--- src/rtl/peripheral_msi_arbiter_pkg.sv ---
// Shared helpers for the weighted MSI bus arbiter: lowest-set search, bounded rotate and
// the width of the optional switch statistics counter.
package peripheral_msi_arbiter_pkg;

    localparam int unsigned STATS_WIDTH = 16;
    localparam int unsigned MAX_PORTS   = 32;

    // Index of the lowest set bit; 0 when the vector is empty.
    function automatic logic [4:0] ff1(input logic [MAX_PORTS-1:0] vec);
        logic [4:0] idx;
        idx = '0;
        for (int i = MAX_PORTS - 1; i >= 0; i--) begin
            if (vec[i]) begin
                idx = 5'(i);
            end
        end
        return idx;
    endfunction

    // Rotate the low `width` bits of vec right by amt (amt <= width) using a doubled vector.
    function automatic logic [MAX_PORTS-1:0] rotate_right(input logic [MAX_PORTS-1:0] vec,
                                                          input int unsigned width,
                                                          input int unsigned amt);
        logic [2*MAX_PORTS-1:0] dbl;
        logic [MAX_PORTS-1:0]   mask;
        logic [MAX_PORTS-1:0]   masked;
        mask   = (width >= MAX_PORTS) ? '1 : ((MAX_PORTS'(1) << width) - MAX_PORTS'(1));
        masked = vec & mask;
        dbl    = ({{MAX_PORTS{1'b0}}, masked} << width) | {{MAX_PORTS{1'b0}}, masked};
        dbl    = dbl >> amt;
        return dbl[MAX_PORTS-1:0] & mask;
    endfunction

endpackage

--- src/rtl/peripheral_msi_arbiter_rr_pick.sv ---
// Combinational round-robin search: first requester after the current token owner,
// optionally skipping the owner itself.
module peripheral_msi_arbiter_rr_pick
    import peripheral_msi_arbiter_pkg::*;
#(
    parameter int unsigned NUM_PORTS = 6
) (
    input  logic [NUM_PORTS-1:0] token,
    input  logic [NUM_PORTS-1:0] request,
    input  logic                 exclude_owner,
    output logic [NUM_PORTS-1:0] next_token,
    output logic                 found
);

    localparam int unsigned IDX_W = $clog2(NUM_PORTS);

    logic [MAX_PORTS-1:0] token_ext;
    logic [MAX_PORTS-1:0] request_ext;
    logic [MAX_PORTS-1:0] window;
    logic [4:0]           owner;
    logic [4:0]           offset;
    int unsigned          target;

    always_comb begin
        token_ext                   = '0;
        token_ext[NUM_PORTS-1:0]    = token;
        request_ext                 = '0;
        request_ext[NUM_PORTS-1:0]  = request;
        owner                       = ff1(token_ext);
        // Window bit j is port owner+1+j; the top bit wraps back onto the owner itself.
        window = rotate_right(request_ext, NUM_PORTS, 32'(owner) + 32'd1);
        if (exclude_owner) begin
            window[NUM_PORTS-1] = 1'b0;
        end
        found  = |window;
        offset = ff1(window);
        target = 32'(owner) + 32'(offset) + 32'd1;
        if (target >= NUM_PORTS) begin
            target = target - NUM_PORTS;
        end
        next_token = token;
        if (found) begin
            next_token                     = '0;
            next_token[target[IDX_W-1:0]]  = 1'b1;
        end
    end

endmodule

--- src/rtl/peripheral_msi_arbiter_weighted.sv ---
// Weighted round-robin MSI bus arbiter with per-port quantum and lock.
// Optional switch statistics counter enabled by defining ARBITER_STATS_EN.
module peripheral_msi_arbiter_weighted
    import peripheral_msi_arbiter_pkg::*;
#(
    parameter int unsigned NUM_PORTS    = 6,
    parameter int unsigned WEIGHT_WIDTH = 4
) (
    input  logic                              clk,
    input  logic                              rst,
    input  logic [NUM_PORTS-1:0]              request,
    input  logic [NUM_PORTS-1:0]              lock,
    input  logic [NUM_PORTS*WEIGHT_WIDTH-1:0] weight,
    output logic [NUM_PORTS-1:0]              grant,
    output logic [$clog2(NUM_PORTS)-1:0]      selection,
    output logic                              active
`ifdef ARBITER_STATS_EN
    ,
    output logic [STATS_WIDTH-1:0]            switch_count
`endif
);

    localparam int unsigned IDX_W = $clog2(NUM_PORTS);

    logic [NUM_PORTS-1:0]    token_q, token_d;
    logic [WEIGHT_WIDTH-1:0] cnt_q, cnt_d;
    logic [NUM_PORTS-1:0]    grant_q, grant_d;
    logic [IDX_W-1:0]        selection_q, selection_d;
    logic                    active_q;

    logic [WEIGHT_WIDTH-1:0] quantum;
    logic                    own;
    logic                    others;
    logic                    owner_locked;
    logic                    expire;
    logic [NUM_PORTS-1:0]    pick_token;
    logic                    pick_found;
    logic [MAX_PORTS-1:0]    grant_ext;

    peripheral_msi_arbiter_rr_pick #(
        .NUM_PORTS(NUM_PORTS)
    ) u_rr_pick (
        .token        (token_q),
        .request      (request),
        .exclude_owner(own),
        .next_token   (pick_token),
        .found        (pick_found)
    );

    always_comb begin
        quantum = '0;
        for (int i = 0; i < NUM_PORTS; i++) begin
            if (token_q[i]) begin
                quantum = weight[i*WEIGHT_WIDTH +: WEIGHT_WIDTH];
            end
        end
        own          = |(token_q & request);
        others       = |(request & ~token_q);
        owner_locked = |(token_q & lock);
        // Compare one bit wider so cnt+1 cannot wrap at saturation.
        expire = own && (quantum != '0) && !owner_locked && others &&
                 (((WEIGHT_WIDTH+1)'(cnt_q) + (WEIGHT_WIDTH+1)'(1)) >=
                  (WEIGHT_WIDTH+1)'(quantum));

        token_d = token_q;
        cnt_d   = '0;
        if (!own) begin
            if (pick_found) begin
                token_d = pick_token;
            end
        end else if (expire) begin
            token_d = pick_token;
        end else begin
            cnt_d = (cnt_q == '1) ? cnt_q : cnt_q + WEIGHT_WIDTH'(1);
        end

        grant_d                  = token_q & request;
        grant_ext                = '0;
        grant_ext[NUM_PORTS-1:0] = grant_d;
        selection_d              = IDX_W'(ff1(grant_ext));
    end

    always_ff @(posedge clk) begin
        if (rst) begin
            token_q     <= NUM_PORTS'(1);
            cnt_q       <= '0;
            grant_q     <= '0;
            selection_q <= '0;
            active_q    <= 1'b0;
        end else begin
            token_q     <= token_d;
            cnt_q       <= cnt_d;
            grant_q     <= grant_d;
            selection_q <= selection_d;
            active_q    <= |grant_d;
        end
    end

    assign grant     = grant_q;
    assign selection = selection_q;
    assign active    = active_q;

`ifdef ARBITER_STATS_EN
    logic [STATS_WIDTH-1:0] switch_count_q;

    always_ff @(posedge clk) begin
        if (rst) begin
            switch_count_q <= '0;
        end else if ((token_d != token_q) && (switch_count_q != '1)) begin
            switch_count_q <= switch_count_q + STATS_WIDTH'(1);
        end
    end

    assign switch_count = switch_count_q;
`endif

endmodule

--- config.mk ---
export PLATFORM = sky130hd
export DESIGN_NAME = peripheral_msi_arbiter_weighted
export DESIGN_NICKNAME = d
export VERILOG_FILES = /design/src/rtl/peripheral_msi_arbiter_pkg.sv /design/src/rtl/peripheral_msi_arbiter_rr_pick.sv /design/src/rtl/peripheral_msi_arbiter_weighted.sv
export SDC_FILE = /design/constraint.sdc
export NUM_CORES = 1
export LEC_CHECK = 0
export CAP_MARGIN = 20
export CELL_PAD_IN_SITES_DETAIL_PLACEMENT = 2
export CELL_PAD_IN_SITES_GLOBAL_PLACEMENT = 2
export CORE_MARGIN = 10
export CORE_UTILIZATION = 30
export CTS_CLUSTER_DIAMETER = 200
export DETAILED_ROUTE_END_ITERATION = 8
export PLACE_DENSITY = 0.86
export SLEW_MARGIN = 20
export SYNTH_ARGS = -nofsm -noshare
export SYNTH_HDL_FRONTEND = slang
export SYNTH_SLANG_ARGS = --single-unit
--- constraint.sdc ---
create_clock -name clk -period 5.8 [get_ports clk]
set_clock_uncertainty 0.05 [all_clocks]
set_input_delay 1.16 -clock clk [delete_from_list [all_inputs] [get_ports clk]]
set_output_delay 1.16 -clock clk [all_outputs]
set_load 0.005 [all_outputs]
Word level (Yosys, flattened, before mapping). Cells that the tools add are included.

Output and inout bits: 10. Logic and storage cells: 74. Register bits: 20. Input bits: 38.

$lt $le $gt $ge: 4. Multiplexer cells: 31. Reduce and logical (&&, ||, !) cells: 17. Bitwise gates (word level): 6. Equal/unequal tests: 2. Add/sub/neg operators: 6. Shift operators: 1.

Operator list (count): 64-bit by 32-bit right shift with 6-bit output (1); 32-bit by 3-bit greater-or-equal comparator with 1-bit output, second input constant (1); 3-bit 2-to-1 mux (10); 5-bit 2-to-1 mux (5); 4-bit 2-to-1 mux (6); 6-bit 2-to-1 mux (4); 6-bit OR reduction (4); 6-bit AND (3); 12-bit by 6-bit OR with 12-bit output (1); 6-bit by 1-bit adder with 7-bit output, second input constant (1); 5-bit by 1-bit adder with 6-bit output, second input constant (1); 5-bit by 3-bit adder with 6-bit output (1); 6-bit NOT (1); 3-bit OR reduction (2); 4-bit by 1-bit adder with 5-bit output, second input constant (1); 5-bit by 4-bit greater-or-equal comparator with 1-bit output (1); 1-bit logical AND (5); 5-bit OR reduction (1); 4-bit by 1-bit adder with 4-bit output, second input constant (1); 4-bit equality test, second input constant (1); 3-bit by 4-bit < comparator with 1-bit output, second input constant (1); 2-bit 2-to-1 mux (2); 4-bit nonzero test (1); 1-bit demux with 3-bit select (1); other kinds (9) (11).

Depth between registers and ports, before layout.
Depth in word-level cells: 26. Gate-level depth with buffers: 17.

Modules after synthesis. Synthesis repeated with hierarchy kept, for this count alone.

Cell total of the unflattened synthesis: 257. Area total of the unflattened synthesis: 2006.9 um^2.

By module, submodules not included: peripheral_msi_arbiter_weighted (instances 1, area each 1208.7 um^2, cells each 140); peripheral_msi_arbiter_rr_pick (instances 1, area each 798.3 um^2, cells each 117).

Worst setup path after synthesis. Ideal clock, no wire load.

Path type: input-to-reg. Start: input request[4]. End: register token_q[1]. Stages on the path: 12. Data arrival time: 3.526 ns. Setup slack: 2.106 ns. Path buffers: 0. Path through: inv_1 a2111oi_4 o311ai_2 o21ai_0 o21ai_0 a32oi_1 ha_1 inv_1 fa_1 xnor2_1 mux2_2 a32o_1.

Longest elaborated chain between the ends: 20. Elaborated cells on any way between the ends: 35. Those cells by class: add/sub: 3; order compare: 3; eq/ne: 1; shift: 1; mux: 14; bitwise: 3; reduce/logical: 10.

Ends and longest elaborated chain: from (decl) (line peripheral_msi_arbiter_weighted.sv:11) `input logic [NUM_PORTS-1:0] request,`; 12-bit by 6-bit OR with 12-bit output or 6-bit AND (tied branches) (line peripheral_msi_arbiter_pkg.sv:29, peripheral_msi_arbiter_weighted.sv:57); 64-bit by 32-bit right shift with 6-bit output or 6-bit OR reduction (tied branches) (line peripheral_msi_arbiter_pkg.sv:30, peripheral_msi_arbiter_weighted.sv:57); 1-bit 2-to-1 mux (line peripheral_msi_arbiter_rr_pick.sv:32) `if (exclude_owner) begin`; 3-bit 2-to-1 mux (6 in series) (line peripheral_msi_arbiter_pkg.sv:13) `if (vec[i]) begin`; 5-bit by 3-bit adder with 6-bit output (line peripheral_msi_arbiter_rr_pick.sv:37) `target = 32'(owner) + 32'(offset) + 32'd1;`; 6-bit by 1-bit adder with 7-bit output (line peripheral_msi_arbiter_rr_pick.sv:37); 32-bit by 3-bit greater-or-equal comparator with 1-bit output or 3-bit subtractor (tied branches) (line peripheral_msi_arbiter_rr_pick.sv:38, peripheral_msi_arbiter_rr_pick.sv:39); 3-bit 2-to-1 mux (line peripheral_msi_arbiter_rr_pick.sv:38) `if (target >= NUM_PORTS) begin`; 3-bit by 4-bit < comparator with 1-bit output (not written as such) or 3-bit by 1-bit greater-or-equal comparator with 1-bit output (tied branches) (line peripheral_msi_arbiter_rr_pick.sv:44) `next_token[target[IDX_W-1:0]] = 1'b1;`; 1-bit logical AND (not written as such) (line peripheral_msi_arbiter_rr_pick.sv:44); 1-bit 2-to-1 mux (not written as such) (line peripheral_msi_arbiter_rr_pick.sv:44); 1-bit demux with 3-bit select; 6-bit 2-to-1 mux (line peripheral_msi_arbiter_rr_pick.sv:42) `if (found) begin`; 6-bit 2-to-1 mux, on equally long branches (line peripheral_msi_arbiter_weighted.sv:68, peripheral_msi_arbiter_weighted.sv:71); 6-bit 2-to-1 mux (line peripheral_msi_arbiter_weighted.sv:67) `if (!own) begin`; to (signal assigned) (line peripheral_msi_arbiter_weighted.sv:91) `token_q <= token_d;`; to (decl) (line peripheral_msi_arbiter_weighted.sv:25) `logic [NUM_PORTS-1:0] token_q, token_d;`.

Parallel ways exist; a longest one is shown, timed or not. The select of a mux whose other input is x is not followed. A chain may end at the register's enable or synchronous reset.

Worst setup path in the final report.
Start: input request[5]. End: register token_q[3].

The elaborated chain is that of the path after synthesis.

==> impl_metrics.csv <==
group,metric,value,unit
outcome,status,"finished clean",
sta,max_slew_margin,44.9,%
global_routing,number_of_antenna_violations_at_the_first_check_in_global_routing,0,
final_layout,insertedDiodeCount,0,
route,drt_iter0_markers,115,
worst_setup_path,critical_path_buf_inv_count,4,
yosys,syn-instance-count,215,
floorplanning,floorplan.initialDensity,31.4,%
yosys,synth_edf_count,0,
global_routing,grt_pass1_vias,1987,
worst_setup_path,worst_ep_arrival_time,4.54,ns
yosys,synth.yosys.warnings,0,
clocking,hold_bufs_at_cts,0,
yosys,postSynth.asyncResetShare,0,%
floorplanning,dieHeight,96.7,µm
route,route.detailed.wl_per_inst,20.4,µm
sta,rsz0062_at_grt,"no",
hold_path,holdCritStartpoint,"cnt_q[1]",
worst_setup_path,req_time_crit_path,5.91,ns
global_routing,grt_start_max_net_pins,22,
power_and_ir_drop,power.density,447,mW/mm²
route,route.detailed.drc,0,
hold_path,class_of_the_tightest_hold_or_removal_check,"reg -> reg",
sta,final-hold-violation-count,0,
sta,achievable_clock_frequency,0.226,GHz
sta,timing_worst_slew_pin_value,0.825,ns
yosys,post_synthesis_mean_instance_area,8.20,µm²
route,ant_nets,0,
worst_setup_path,critical_path_class,"in -> reg",
clocking,cts-buffers-inserted,3,
sta,fin_crit_sh,76.4,%
yosys,ys_seq_area_share,22.7,%
worst_setup_path,worst_path_dominant_cell_family,"compound AO/OA/AOI/OAI gates",
yosys,synthesis.area,0.00176,mm²
yosys,syn_nets,262,
floorplanning,core_area,0.00561,mm²
final_layout,nNetsFinal,303,
sta,setup-violations-final,0,
yosys,synth.cells.most_frequent,"dfxtp_1 (20), inv_1 (15), o21ai_0 (15)",
worst_setup_path,timing.critical_path.mode_cell,"inv_1",
yosys,ys_types,61,
final_layout,stdcell_area,0.00231,mm²
clocking,cts_num_sinks,20,
hold_path,worst_hold_path.endpoint,"cnt_q[1]",
floorplanning,num_rows,27,
route,wl,6.66,mm
route,vias_per_cell,5.78,
clocking,clk_pin_slew,0.08,ns
yosys,postSynth.topFlopCell,"dfxtp_1",
yosys,yosys.area.top_type_share,22.7,%
clocking,cts.repair_timing.setup_buffer_count,0,
placed_design,portBuffers,47,
worst_setup_path,rr_worst_depth,12,
worst_setup_path,cp-end-kind,"register",
placed_design,gp_congestion,0.873,
power_and_ir_drop,ir_worst_vdd,0.000266,V
sta,finalSetupTns,0,ns
sta,final-max-slew-violation-count,0,
clocking,cts.path.max_buffers,2,
clocking,cts_resized,0,
run,cap_violations,0,
placed_design,dpl.hpwl,5.46,mm
clocking,ctsHtreeMaxLevel,1,
final_layout,drive_above_1_share,9.41,%
worst_setup_path,reg2reg_setup_slack,1.81,ns
worst_setup_path,timing.critical_path.slowest_stage_cell,"clkdlybuf4s50_1",
global_routing,track_usage,13.5,%
worst_setup_path,number_of_cells_on_the_critical_path,14,
power_and_ir_drop,p_leak,0.844,nW
worst_setup_path,worstReg2RegEnd,"token_q[1]",
route,drtPass1Iterations,4,
worst_setup_path,crit_fanout,7,
floorplanning,ios,48,
clocking,cts_tree,"done",
worst_setup_path,r2r_start,"token_q[2]",
clocking,clock_insertion_delay_worst_skew,0.26,ns
global_routing,globalRoute.totalOverflow,0,
clocking,clk_root_buffer_cell,"clkbuf_8",
hold_path,min_delay_path_depth,2,
worst_setup_path,start_kind,"input port",
global_routing,grt_pass1_wl,10.8,mm
route,num_vias,1890,
yosys,synth.ff_latch_count,20,
floorplanning,die_footprint,0.00934,mm²
worst_setup_path,cp_cell_sequence,"clkdlybuf4s50_1 > inv_1 > a2111oi_2 > o221ai_1 > o31a_1 > o21ai_0 > a32oi_1 > ha_1 > inv_1 > fa_1 > nor2_1 > inv_1 > and3_1 > a32o_1",
final_layout,area_growth,31.3,%
sta,final.min_clock_period,4.43,ns
worst_setup_path,worst_path_largest_cell_delay,0.67,ns
placed_design,placed_area,0.00224,mm²
yosys,synth.top_cells.by_area,"dfxtp_1 (23%), ha_1 (5.7%), o21ai_0 (4.3%), inv_1 (3.2%), a32o_1 (2.8%)",
yosys,synth_largest_area_cell,"dfxtp_1",
yosys,synth_most_common_cell,"dfxtp_1",
floorplanning,die-width,96.7,µm
==> registers in the layout, summed over array words and instances (netlist names) <==
signal and flops:
grant 6, selection 3, token_q 6, cnt_q 4, active 1
==> cells by family after synthesis <==
family,after synthesis,synth area share (%)
AOI/OAI and AO/OA,80,35.8
xor gates and xnor gates,4,1.99
adders and majority gates,9,6.81
buffers and inverters,27,7.95
DFF,20,22.7
muxes,2,1.21
and+or+nand+nor,73,23.6
==> stage by stage <==
step	utilization (%)	std cells	total power, mW	hold slack (ns)	setup slack [ns]
after floorplan	-	215	0.719	0.438	2.11
after global placement	40.0	323	0.867	0.467	1.15
after detailed placement	40.0	323	0.893	0.496	1.11
after CTS	41.3	327	1.04	0.511	1.35
after global routing	41.3	327	1.13	0.555	1.04
final	41.3	327	1.03	0.506	1.37
==> tightest hold or removal path, cell delays in order (launching register included) <==
cell     delay (ns)
dfxtp_1        0.33
mux2i_1        0.12
nor2_1         0.06
==> cell type report <==
class                   count  area, µm²
fillers                   667       3290
clock buffers               3       41.3
multi-input cells         168       1220
clock inverters             1       30.0
inverters                  16       60.1
repair buffers             47        470
well taps                  72       90.1
flip-flops and latches     20        400
==> per-layer routing <==
layer,GRT usage (%),vias up,part of all wire [%]
met3,2.84,6,3.4
li1,-,909,-
met4,2.59,0,1.6
met2,24.3,36,52
met1,15.8,939,43
met5,0,-,0
==> worst max-delay path by stage <==
stage / start / to / slack [ns]
final: request[5] / token_q[3] / 1.37
after global routing: request[5] / token_q[5] / 1.04
after CTS: request[5] / token_q[5] / 1.35
after detailed placement: request[4] / token_q[1] / 1.11
after global placement: request[5] / token_q[3] / 1.15
after floorplan: request[4] / token_q[1] / 2.11
==> power by group <==
group          switching [mW]  internal, mW  total (mW)
Sequential             0.0784         0.163       0.242
Combinational           0.369         0.282       0.651
Clock                  0.0493        0.0922       0.141
Total                   0.497         0.538        1.03
==> placed cells by master (no fill, tap or decap), types with 3 or more instances in the layout <==
cell and instances:
a211oi_1 3, xnor2_1 4, o21ai_0 15, nand2_1 11
a32o_1 5, inv_1 15, o22ai_1 7, a21oi_1 8
clkbuf_8 3, nor2_1 11, nor2_2 3, nand3_1 7
dfxtp_1 20, a22oi_1 6, nor3_1 9, nor3b_1 5
a31oi_1 4, a221oi_1 5, nor2b_1 7, nand2b_1 3
ha_1 8, clkdlybuf4s50_1 47
Power figures use the tool's default switching activity.
